File: src/rtl/ddr_arb.sv
// ddr_arb: two-requester arbiter in front of a single downstream DDR command port.
// A winning command is latched and held on ddr_* until the controller accepts it.
// Outstanding reads are tracked in a small tag FIFO so that returned read data
// is steered back to the requester that issued it, in downstream issue order.
// Build option: define DDR_ARB_RR_EN for round-robin arbitration between m0 and
// m1; when it is undefined, m0 has fixed priority whenever it is eligible.
module ddr_arb #(
  parameter int AW        = 8,
  parameter int DW        = 64,
  parameter int TAG_DEPTH = 4
) (
  input  logic          clk,
  input  logic          rst,
  // requester 0
  input  logic          m0_req,
  output logic          m0_ack,
  input  logic          m0_write,
  input  logic [AW-1:0] m0_addr,
  input  logic [DW-1:0] m0_wdata,
  output logic          m0_rd_en,
  // requester 1
  input  logic          m1_req,
  output logic          m1_ack,
  input  logic          m1_write,
  input  logic [AW-1:0] m1_addr,
  input  logic [DW-1:0] m1_wdata,
  output logic          m1_rd_en,
  // shared read data
  output logic [DW-1:0] m_rdata,
  // downstream controller
  output logic          ddr_req,
  input  logic          ddr_ack,
  output logic          ddr_write,
  output logic [AW-1:0] ddr_addr,
  output logic [DW-1:0] ddr_wdata,
  input  logic          ddr_rd_en,
  input  logic [DW-1:0] ddr_rdata,
  output logic          err_unexp
);

  // Pointer width indexes the tag ring; the count needs one extra value (full).
  localparam int PW = $clog2(TAG_DEPTH);
  localparam int CW = $clog2(TAG_DEPTH + 1);

  typedef enum logic {
    IDLE = 1'b0,
    BUSY = 1'b1
  } state_t;

  state_t               state;
  logic                 grant;      // 0 = m0 owns the latched command, 1 = m1

  logic [TAG_DEPTH-1:0] tag_mem;    // requester ID of each outstanding read
  logic [PW-1:0]        wr_ptr;
  logic [PW-1:0]        rd_ptr;
  logic [CW-1:0]        tag_cnt;
  logic                 tag_full;
  logic                 tag_empty;
  logic                 head;

  logic                 elig0;
  logic                 elig1;
  logic                 pick_valid;
  logic                 pick_id;

  logic                 xfer;
  logic                 push;
  logic                 pop;

  assign tag_full  = (tag_cnt == CW'(TAG_DEPTH));
  assign tag_empty = (tag_cnt == '0);
  assign head      = tag_mem[rd_ptr];

  // A read may only be issued while a tag slot is free; writes never need one.
  assign elig0 = m0_req & (m0_write | ~tag_full);
  assign elig1 = m1_req & (m1_write | ~tag_full);

`ifdef DDR_ARB_RR_EN
  logic rr_pref;                    // port that gets first pick next arbitration

  // Hand first pick to the port that did not win the most recent grant.
  always_ff @(posedge clk or posedge rst) begin
    if (rst) begin
      rr_pref <= 1'b0;
    end else if ((state == IDLE) && pick_valid) begin
      rr_pref <= ~pick_id;
    end
  end

  // Preferred port wins if eligible, otherwise the other port if eligible.
  always_comb begin
    pick_valid = 1'b0;
    pick_id    = 1'b0;
    if (rr_pref) begin
      if (elig1) begin
        pick_valid = 1'b1;
        pick_id    = 1'b1;
      end else if (elig0) begin
        pick_valid = 1'b1;
        pick_id    = 1'b0;
      end
    end else begin
      if (elig0) begin
        pick_valid = 1'b1;
        pick_id    = 1'b0;
      end else if (elig1) begin
        pick_valid = 1'b1;
        pick_id    = 1'b1;
      end
    end
  end
`else
  // m0 wins whenever eligible; m1 only gets the port when m0 cannot use it.
  always_comb begin
    pick_valid = 1'b0;
    pick_id    = 1'b0;
    if (elig0) begin
      pick_valid = 1'b1;
      pick_id    = 1'b0;
    end else if (elig1) begin
      pick_valid = 1'b1;
      pick_id    = 1'b1;
    end
  end
`endif

  // Downstream transfer happens on a BUSY cycle where the controller accepts.
  assign xfer = (state == BUSY) & ddr_ack;
  assign push = xfer & ~ddr_write;
  assign pop  = ddr_rd_en & ~tag_empty;

  // Command FSM: latch the winner in IDLE, hold it stable in BUSY until ddr_ack.
  // Going back to IDLE after every transfer gives at least one idle cycle
  // between downstream commands.
  always_ff @(posedge clk or posedge rst) begin
    if (rst) begin
      state     <= IDLE;
      grant     <= 1'b0;
      ddr_req   <= 1'b0;
      ddr_write <= 1'b0;
      ddr_addr  <= '0;
      ddr_wdata <= '0;
    end else begin
      case (state)
        IDLE: begin
          if (pick_valid) begin
            state   <= BUSY;
            grant   <= pick_id;
            ddr_req <= 1'b1;
            if (pick_id) begin
              ddr_write <= m1_write;
              ddr_addr  <= m1_addr;
              ddr_wdata <= m1_wdata;
            end else begin
              ddr_write <= m0_write;
              ddr_addr  <= m0_addr;
              ddr_wdata <= m0_wdata;
            end
          end
        end
        BUSY: begin
          if (ddr_ack) begin
            state   <= IDLE;
            ddr_req <= 1'b0;
          end
        end
        default: begin
          state   <= IDLE;
          ddr_req <= 1'b0;
        end
      endcase
    end
  end

  // Tag ring: record the issuer of each accepted read, release on each return.
  // A simultaneous push and pop moves both pointers and leaves the count alone.
  always_ff @(posedge clk or posedge rst) begin
    if (rst) begin
      tag_mem <= '0;
      wr_ptr  <= '0;
      rd_ptr  <= '0;
      tag_cnt <= '0;
    end else begin
      if (push) begin
        tag_mem[wr_ptr] <= grant;
        wr_ptr          <= wr_ptr + PW'(1);
      end
      if (pop) begin
        rd_ptr <= rd_ptr + PW'(1);
      end
      case ({push, pop})
        2'b10:   tag_cnt <= tag_cnt + CW'(1);
        2'b01:   tag_cnt <= tag_cnt - CW'(1);
        default: tag_cnt <= tag_cnt;
      endcase
    end
  end

  // A return with nothing outstanding is a protocol error; remember it until reset.
  always_ff @(posedge clk or posedge rst) begin
    if (rst) begin
      err_unexp <= 1'b0;
    end else if (ddr_rd_en && tag_empty) begin
      err_unexp <= 1'b1;
    end
  end

  // Acks and read-data enables are gated by rst so nothing leaks out during reset.
  assign m0_ack   = ~rst & xfer & ~grant;
  assign m1_ack   = ~rst & xfer &  grant;
  assign m0_rd_en = ~rst & pop  & ~head;
  assign m1_rd_en = ~rst & pop  &  head;
  assign m_rdata  = ddr_rdata;

endmodule
File: config.mk
export PLATFORM = sky130hd
export DESIGN_NAME = ddr_arb
export DESIGN_NICKNAME = d
export VERILOG_FILES = /design/src/rtl/ddr_arb.sv
export SDC_FILE = /design/constraint.sdc
export NUM_CORES = 1
export LEC_CHECK = 0
export BUFFER_PORTS_ARGS = -buffer_cell sky130_fd_sc_hd__clkbuf_2
export CORE_AREA = 5 5 136 138
export CTS_BUF_LIST = sky130_fd_sc_hd__clkbuf_16
export CTS_CLUSTER_SIZE = 12
export DETAILED_ROUTE_END_ITERATION = 10
export DIE_AREA = 0 0 141 143
export PLACE_DENSITY = 0.65
export SYNTH_ARGS = -nofsm -noshare
export SYNTH_HDL_FRONTEND = slang
export SYNTH_SLANG_ARGS = --single-unit
File: constraint.sdc
create_clock -name clk -period 4.1 [get_ports clk]
set_clock_uncertainty 0.15 [all_clocks]
set_input_delay 0.41 -clock clk [delete_from_list [all_inputs] [get_ports clk]]
set_output_delay 0.41 -clock clk [all_outputs]
set_load 0.02 [all_outputs]
==> flow_metrics.py, run 1 <==
metrics = {
    "clock_tree": {
        "ctsResizeCount": 0,
        "cts.sinks": 88,
        "insertion_delay_ns": 0.34,
        "cts_buffers": 9,
        "clk_transition_reported_paths_ns": 0.07,
        "max-clock-path-buffers": 2,
        "htree_levels": 3,
        "cts_tree": "built",
        "clockRootBuffer": "clkbuf_16",
    },
    "hold_path": {
        "hp-start": "m1_wdata[23]",
        "hold_class": "in2reg",
        "min_path_cells": 3,
        "hold_end": "ddr_wdata[23]",
    },
    "critical_path": {
        "start_kind": "flip-flop",
        "reg2reg_slack_ns": 1.29,
        "r2r-start": "tag_cnt[0]",
        "end_kind": "flip-flop",
        "rr_endpoint": "ddr_wdata[5]",
        "worst_ep_required_time_ns": 4.11,
        "crit_type": "reg2reg",
        "cp.arrival_ns": 2.82,
        "worstRegToRegCells": 5,
        "critPathMaxFanout": 48,
    },
    "final_layout": {
        "n_antenna_cell": 0,
        "areaGrowthSynthToFinish_pct": 21.5,
        "drive_above_1_share_pct": 48.0,
        "final_nets": 917,
    },
    "floorplanning": {
        "die_h_um": 143,
        "start_util_pct": 31.6,
        "die_w_um": 141,
        "die_area_um2": 20200,
        "core_um2": 17100,
        "fp-row-count": 48,
        "ios": 359,
    },
    "timing": {
        "finalSetupTns_ns": 0,
        "tightest_slew_ns": 1.06,
        "period_share_pct": 68.5,
        "setup_ws_ns": 1.29,
        "slew_headroom_pct": 29.1,
        "rsz0062_at_grt": "false",
        "fmax_ghz": 0.356,
        "drv_slew": 0,
        "hold_viol": 0,
        "setup_viol": 0,
        "period_minus_slack_ns": 2.81,
    },
    "global_route": {
        "grtUsageMet2_pct": 23.3,
        "busiest_layer": "met2",
        "antenna_found_initial": 0,
        "grt_pass1_wl_um": 22300,
        "grt.overflow.total": 0,
        "grt_max_degree": 74,
        "grt_usage_pct": 14.0,
        "grt_util_met3_pct": 3.95,
        "grt_pass1_vias": 4313,
        "met1_usage_pct": 16.2,
    },
    "detailed_routing": {
        "routed_wl_um": 14300,
        "drc": 0,
        "first_pass_iters": 4,
        "wire_per_inst_um": 15.5,
        "ant_nets": 0,
        "vias_per_cell": 4.53,
        "first_iter_violations": 106,
        "num_vias": 4194,
    },
    "synthesis": {
        "syn_area_um2": 5380,
        "synthesis.nets": 760,
        "ys.flop_type": "dfrtp_1",
        "synth-seq-cells": 88,
        "yosysWarnings": 0,
        "postSynthCellCount": 538,
        "ys_seq_area_share_pct": 40.9,
        "async_flop_share_pct": 100,
        "syn-mean-instance-area_um2": 10.0,
        "synth_cell_types": 34,
        "synth_edf_count": 0,
    },
    "flow_run": {
        "max_cap_viol_count": 0,
    },
    "pwr": {
        "p_leak_nw": 3.58,
        "ir_drop_mv": 0.254,
        "fin_total_pwr_mw": 4.09,
        "power.density_nw_per_um2": 625,
    },
    "placement": {
        "hpwl_um": 10900,
        "place_ws_ns": 1.25,
        "io_buffers": 230,
        "gp_congestion": 0.759,
    },
    "run_status": {
        "status": "completed",
    },
}
## metrics by stage
stage	area [um2]	hold slack (ns)	std cells	util (%)
2_1_floorplan	5380	0.303	538	-
4_1_cts	6540	0.119	925	38.3
6_report	6540	0.144	925	38.3
3_5_place_dp	6230	0.319	908	36.6
3_3_place_gp	6230	0.290	908	36.6
5_1_grt	6540	0.140	925	38.3
## final cells by class
class / count / area [um2]
Clock inverter: 7 / 66.3
Clock buffer: 9 / 225
Fill cell: 1748 / 10500
Inverter: 155 / 584
Timing Repair Buffer: 243 / 1280
Multi-Input combinational cell: 198 / 1900
Sequential cell: 88 / 2200
Tap cell: 225 / 282
## worst max-delay path by stage
stage	endpoint	from	slack, ns	cells past startpoint
final	ddr_wdata[5]	tag_cnt[0]	1.29	5
after global routing	ddr_wdata[16]	tag_cnt[0]	1.14	5
after CTS	ddr_wdata[5]	tag_cnt[0]	1.24	5
after detailed placement	ddr_wdata[5]	m0_write	1.25	6
after global placement	ddr_wdata[8]	m0_write	1.23	6
after floorplan	m1_rd_en	rst	0.79	2
## worst max-delay path: stages (launching register included)
cell       delay (ns)
dfrtp_1          0.46
nor4b_4          0.37
buf_4            0.51
a2bb2oi_4        0.69
buf_4            0.34
a221oi_2         0.09
## cell usage after synthesis (4+ instances only)
cell type / number / area share (%)
inv_1: 155 / 11
dfrtp_1: 88 / 41
nor3_1: 75 / 7.0
a221oi_2: 70 / 20
buf_4: 65 / 9.1
clkbuf_1: 15 / 1.0
buf_6: 14 / 2.9
nand2_1: 7 / 0.49
ha_1: 5 / 1.2
a21oi_1: 4 / 0.37
a221oi_1: 4 / 0.65
mux2_2: 4 / 0.84
## cells by family (layout without fill, tap and decap cells)
group	count (synthesis)	in the layout	share of synthesized area (%)
flops	88	88	40.9
xor+xnor	6	6	0.977
compound gates	84	84	21.7
simple gates	96	96	9.30
buf+inv	252	414	24.1
mux	6	6	1.44
fa+ha+maj	6	6	1.53
## what timing repair did
item | CTS | global route
setup endpoints to repair | 0 | 0
hold endpoints to repair | 33 | 0
hold buffers | 1 | 0
setup buffers | 0 | 0
## sequential cells by signal, summed over array words and instances (netlist names), 2 cells and up
name / count
ddr_wdata: 64
ddr_addr: 8
tag_mem: 4
tag_cnt: 3
rd_ptr: 2
wr_ptr: 2
## power by group
group          internal, mW  switching (mW)
clock                 0.468           0.343
combinational         0.751            1.08
sequential             1.22           0.230
total                  2.44            1.65
## per-layer routing
metal / up-vias / part of all wire, %
li1: 2037 / -
met1: 1932 / 39
met3: 44 / 8.4
met4: 0 / 4.3
met5: - / 0
met2: 181 / 48
## cell usage in the layout, fill, tap and decap left out, drive strengths merged, types with 2 or more instances in the layout
master	instances
xnor2	3
a21oi	4
nor3	75
ha	5
or4b	2
o21ai	2
clkinv	2
nor2	3
xor2	3
nand2	7
nand2b	3
inv	158
mux2	4
dfrtp	88
clkbuf	239
a221oi	74
buf	12
Note: power is estimated with default switching activity, not from simulation.
==> run 2: changes to the inputs <==
ABC_AREA = 1   (was unset)
CORE_AREA = 5 5 135 137   (was 5 5 136 138)
DIE_AREA = 0 0 140 142   (was 0 0 141 143)
PLACE_DENSITY = 0.69   (was 0.65)
clock period = 2.4 ns   (was 4.1 ns; I/O delays follow)
==> run 2 against run 1 <==
Effect of this change: non-clock buffer count is 4 lower; critical path depth is 6 higher; critical path type is now in2reg; sequential power is 85% higher.
==> flow_metrics.py, run 2 <==
metrics = {
    "global_route": {
        "grt.overflow.total": 0,
        "antenna_found_initial": 0,
        "grt_max_degree": 89,
        "grt_pass1_wl_um": 23900,
        "grt_pass1_vias": 4840,
        "grt_usage_pct": 14.6,
    },
    "floorplanning": {
        "fp-row-count": 48,
        "start_util_pct": 32.0,
        "die_area_um2": 19900,
        "ios": 359,
        "die_w_um": 140,
        "core_um2": 16900,
        "die_h_um": 142,
    },
    "synthesis": {
        "synth_area_leader_cell": "dfrtp_1",
        "ys.flop_type": "dfrtp_1",
        "async_flop_share_pct": 100,
        "syn-mean-instance-area_um2": 6.98,
        "synthTopCellsByArea": "dfrtp_1, nand2_1, nand3_1",
        "syn_area_um2": 5420,
        "synth.most_common_cell": "nand2_1",
        "ys_seq_area_share_pct": 40.7,
        "synthesis.nets": 998,
        "synth_top_cell_area_share_pct": 40.7,
        "postSynthCellCount": 776,
        "synth_edf_count": 0,
        "yosysWarnings": 0,
        "synth.top_cells.by_count": "nand2_1, inv_1, nand3_1, dfrtp_1, buf_4",
        "synth_cell_types": 20,
        "synth-seq-cells": 88,
    },
    "timing": {
        "period_minus_slack_ns": 2.11,
        "hold_viol": 0,
        "fin_hold_ws_ns": 0.0389,
        "setup_viol": 0,
        "rsz0062_at_grt": "false",
        "setup_ws_ns": 0.292,
        "period_share_pct": 87.8,
        "tightest_slew_ns": 0.821,
        "slew_headroom_pct": 45.2,
        "drv_slew": 0,
        "fmax_ghz": 0.474,
    },
    "critical_path": {
        "start_kind": "input pin",
        "critPathSlowestCell": "dlygate4sd3_1",
        "cp_top_family": "buffers and inverters",
        "crit_type": "in2reg",
        "cp.arrival_ns": 2.17,
        "critPathMaxFanout": 4,
        "crit_start": "ddr_ack",
        "end_kind": "flip-flop",
        "max_stage_delay_ns": 0.53,
        "r2r-start": "tag_cnt[0]",
        "cp_common_cell": "inv_1",
        "worst_ep_required_time_ns": 2.46,
        "path_buf_inv": 4,
        "crit_chain": "dlygate4sd3_1, clkbuf_2, nand2_1, nor2_1, inv_1, ha_1, inv_1, fa_1, a21oi_1, o21ai_0, xor2_1",
    },
    "final_layout": {
        "finalInstanceArea_um2": 6600,
        "layout_common_cells": "nand2_1, clkbuf_2, inv_1",
        "drive_above_1_share_pct": 28.1,
        "n_antenna_cell": 0,
        "n_fill_cell": 1835,
        "largest_reg_flops": 64,
        "areaGrowthSynthToFinish_pct": 21.8,
        "register_area_um2": 2200,
        "regMostFlops": "ddr_wdata",
        "largestRegisters": "ddr_wdata x64, ddr_addr x8, tag_mem x4",
        "mostFrequentLayoutCell": "nand2_1",
        "multiInputGateArea_um2": 1900,
        "final_nets": 1145,
    },
    "hold_path": {
        "hp-start": "ddr_rd_en",
        "hold_class": "in2reg",
    },
    "clock_tree": {
        "max-clock-path-buffers": 2,
        "cts_buffers": 9,
        "cts_setup_buffers": 0,
        "cts_tree": "built",
        "ctsResizeCount": 0,
        "clockRootBuffer": "clkbuf_16",
        "insertion_delay_ns": 0.33,
        "clk_transition_reported_paths_ns": 0.07,
        "cts.sinks": 88,
        "htree_levels": 3,
    },
    "pwr": {
        "power.density_nw_per_um2": 1190,
        "power_frac_seq_pct": 34.2,
        "comb_power_share_pct": 46.3,
        "swShare_pct": 44.7,
        "p_int_mw": 4.33,
        "fin_total_pwr_mw": 7.83,
        "p_clk_share_pct": 19.4,
        "p_switching_mw": 3.50,
        "p_leak_nw": 4.18,
        "ir_drop_mv": 0.447,
    },
    "detailed_routing": {
        "vias_per_cell": 4.37,
        "ant_nets": 0,
        "routed_wl_um": 14600,
        "num_vias": 5037,
        "first_pass_iters": 4,
        "drc": 0,
        "wire_per_inst_um": 12.7,
        "first_iter_violations": 238,
    },
    "placement": {
        "hpwl_um": 10300,
        "place_area_um2": 6260,
        "gp_congestion": 0.778,
        "io_buffers": 230,
        "place_ws_ns": 0.346,
    },
    "flow_run": {
        "max_cap_viol_count": 0,
    },
    "run_status": {
        "status": "completed",
    },
}
run 2: changes by cell type in the layout (fill, tap and decap cells not counted), sizes merged, moves of 5 or more:
cell / change
buf: -5
nand2: +237
a221oi: -74
nor3: -72
o21ai: +7
nand3: +149
run 2: cells by family (layout without fill, tap and decap cells):
group,Yosys count,count (layout),share of synthesized area (%)
fa+ha+maj,6,6,1.52
xor+xnor,4,4,0.647
buf+inv,263,415,24.3
simple gates,403,403,31.7
compound gates,12,12,1.18
flops,88,88,40.7
run 2: per-stage QoR:
stage / TNS, ns / cells / utilization [%]
after floorplan: -0.0257 / 776 / -
after global placement: 0 / 1135 / 37.0
after detailed placement: 0 / 1135 / 37.0
after CTS: 0 / 1153 / 39.0
after global routing: 0 / 1153 / 39.0
final: 0 / 1153 / 39.0
run 2: area by class of cell:
cell class	count	share of cell area, %
Sequential cell	88	33.4
Multi-Input combinational cell	425	28.9
Timing Repair Buffer	239	19.5
Inverter	160	9.16
Tap cell	225	4.27
Clock buffer	9	3.41
Clock inverter	7	1.44
run 2: worst paths after layout:
kind	to	slack, ns	cells after the start
worst max register to register	ddr_wdata[55]	0.36	8
worst min register to register	ddr_wdata[5]	0.33	2
min in group asynchronous	tag_cnt[2]	0.48	4
worst max-delay path	tag_cnt[2]	0.29	11
max in group asynchronous	ddr_wdata[47]	1.25	4
worst min-delay path	err_unexp	0.04	2
run 2: per-layer routing:
layer / wire, um / global-route usage, %
met1: 5980 / 17.9
met3: 1040 / 3.43
met5: 0 / 0
met2: 7140 / 24.5
met4: 439 / 7.04
run 2: timing repair:
action | 4_1_cts | 5_1_grt
setup endpoints to repair | 0 | 0
hold buffers | 2 | 0
endpoints found under the hold margin | 89 | 0
run 2: power groups by stage:
stage	combinational [mW]	sequential, mW	clock, mW
5_1_grt	4.06	2.78	1.64
2_1_floorplan	1.85	3.41	0
4_1_cts	3.70	2.68	1.58
3_5_place_dp	3.70	2.68	0
3_3_place_gp	3.62	2.69	0
6_report	3.63	2.68	1.52
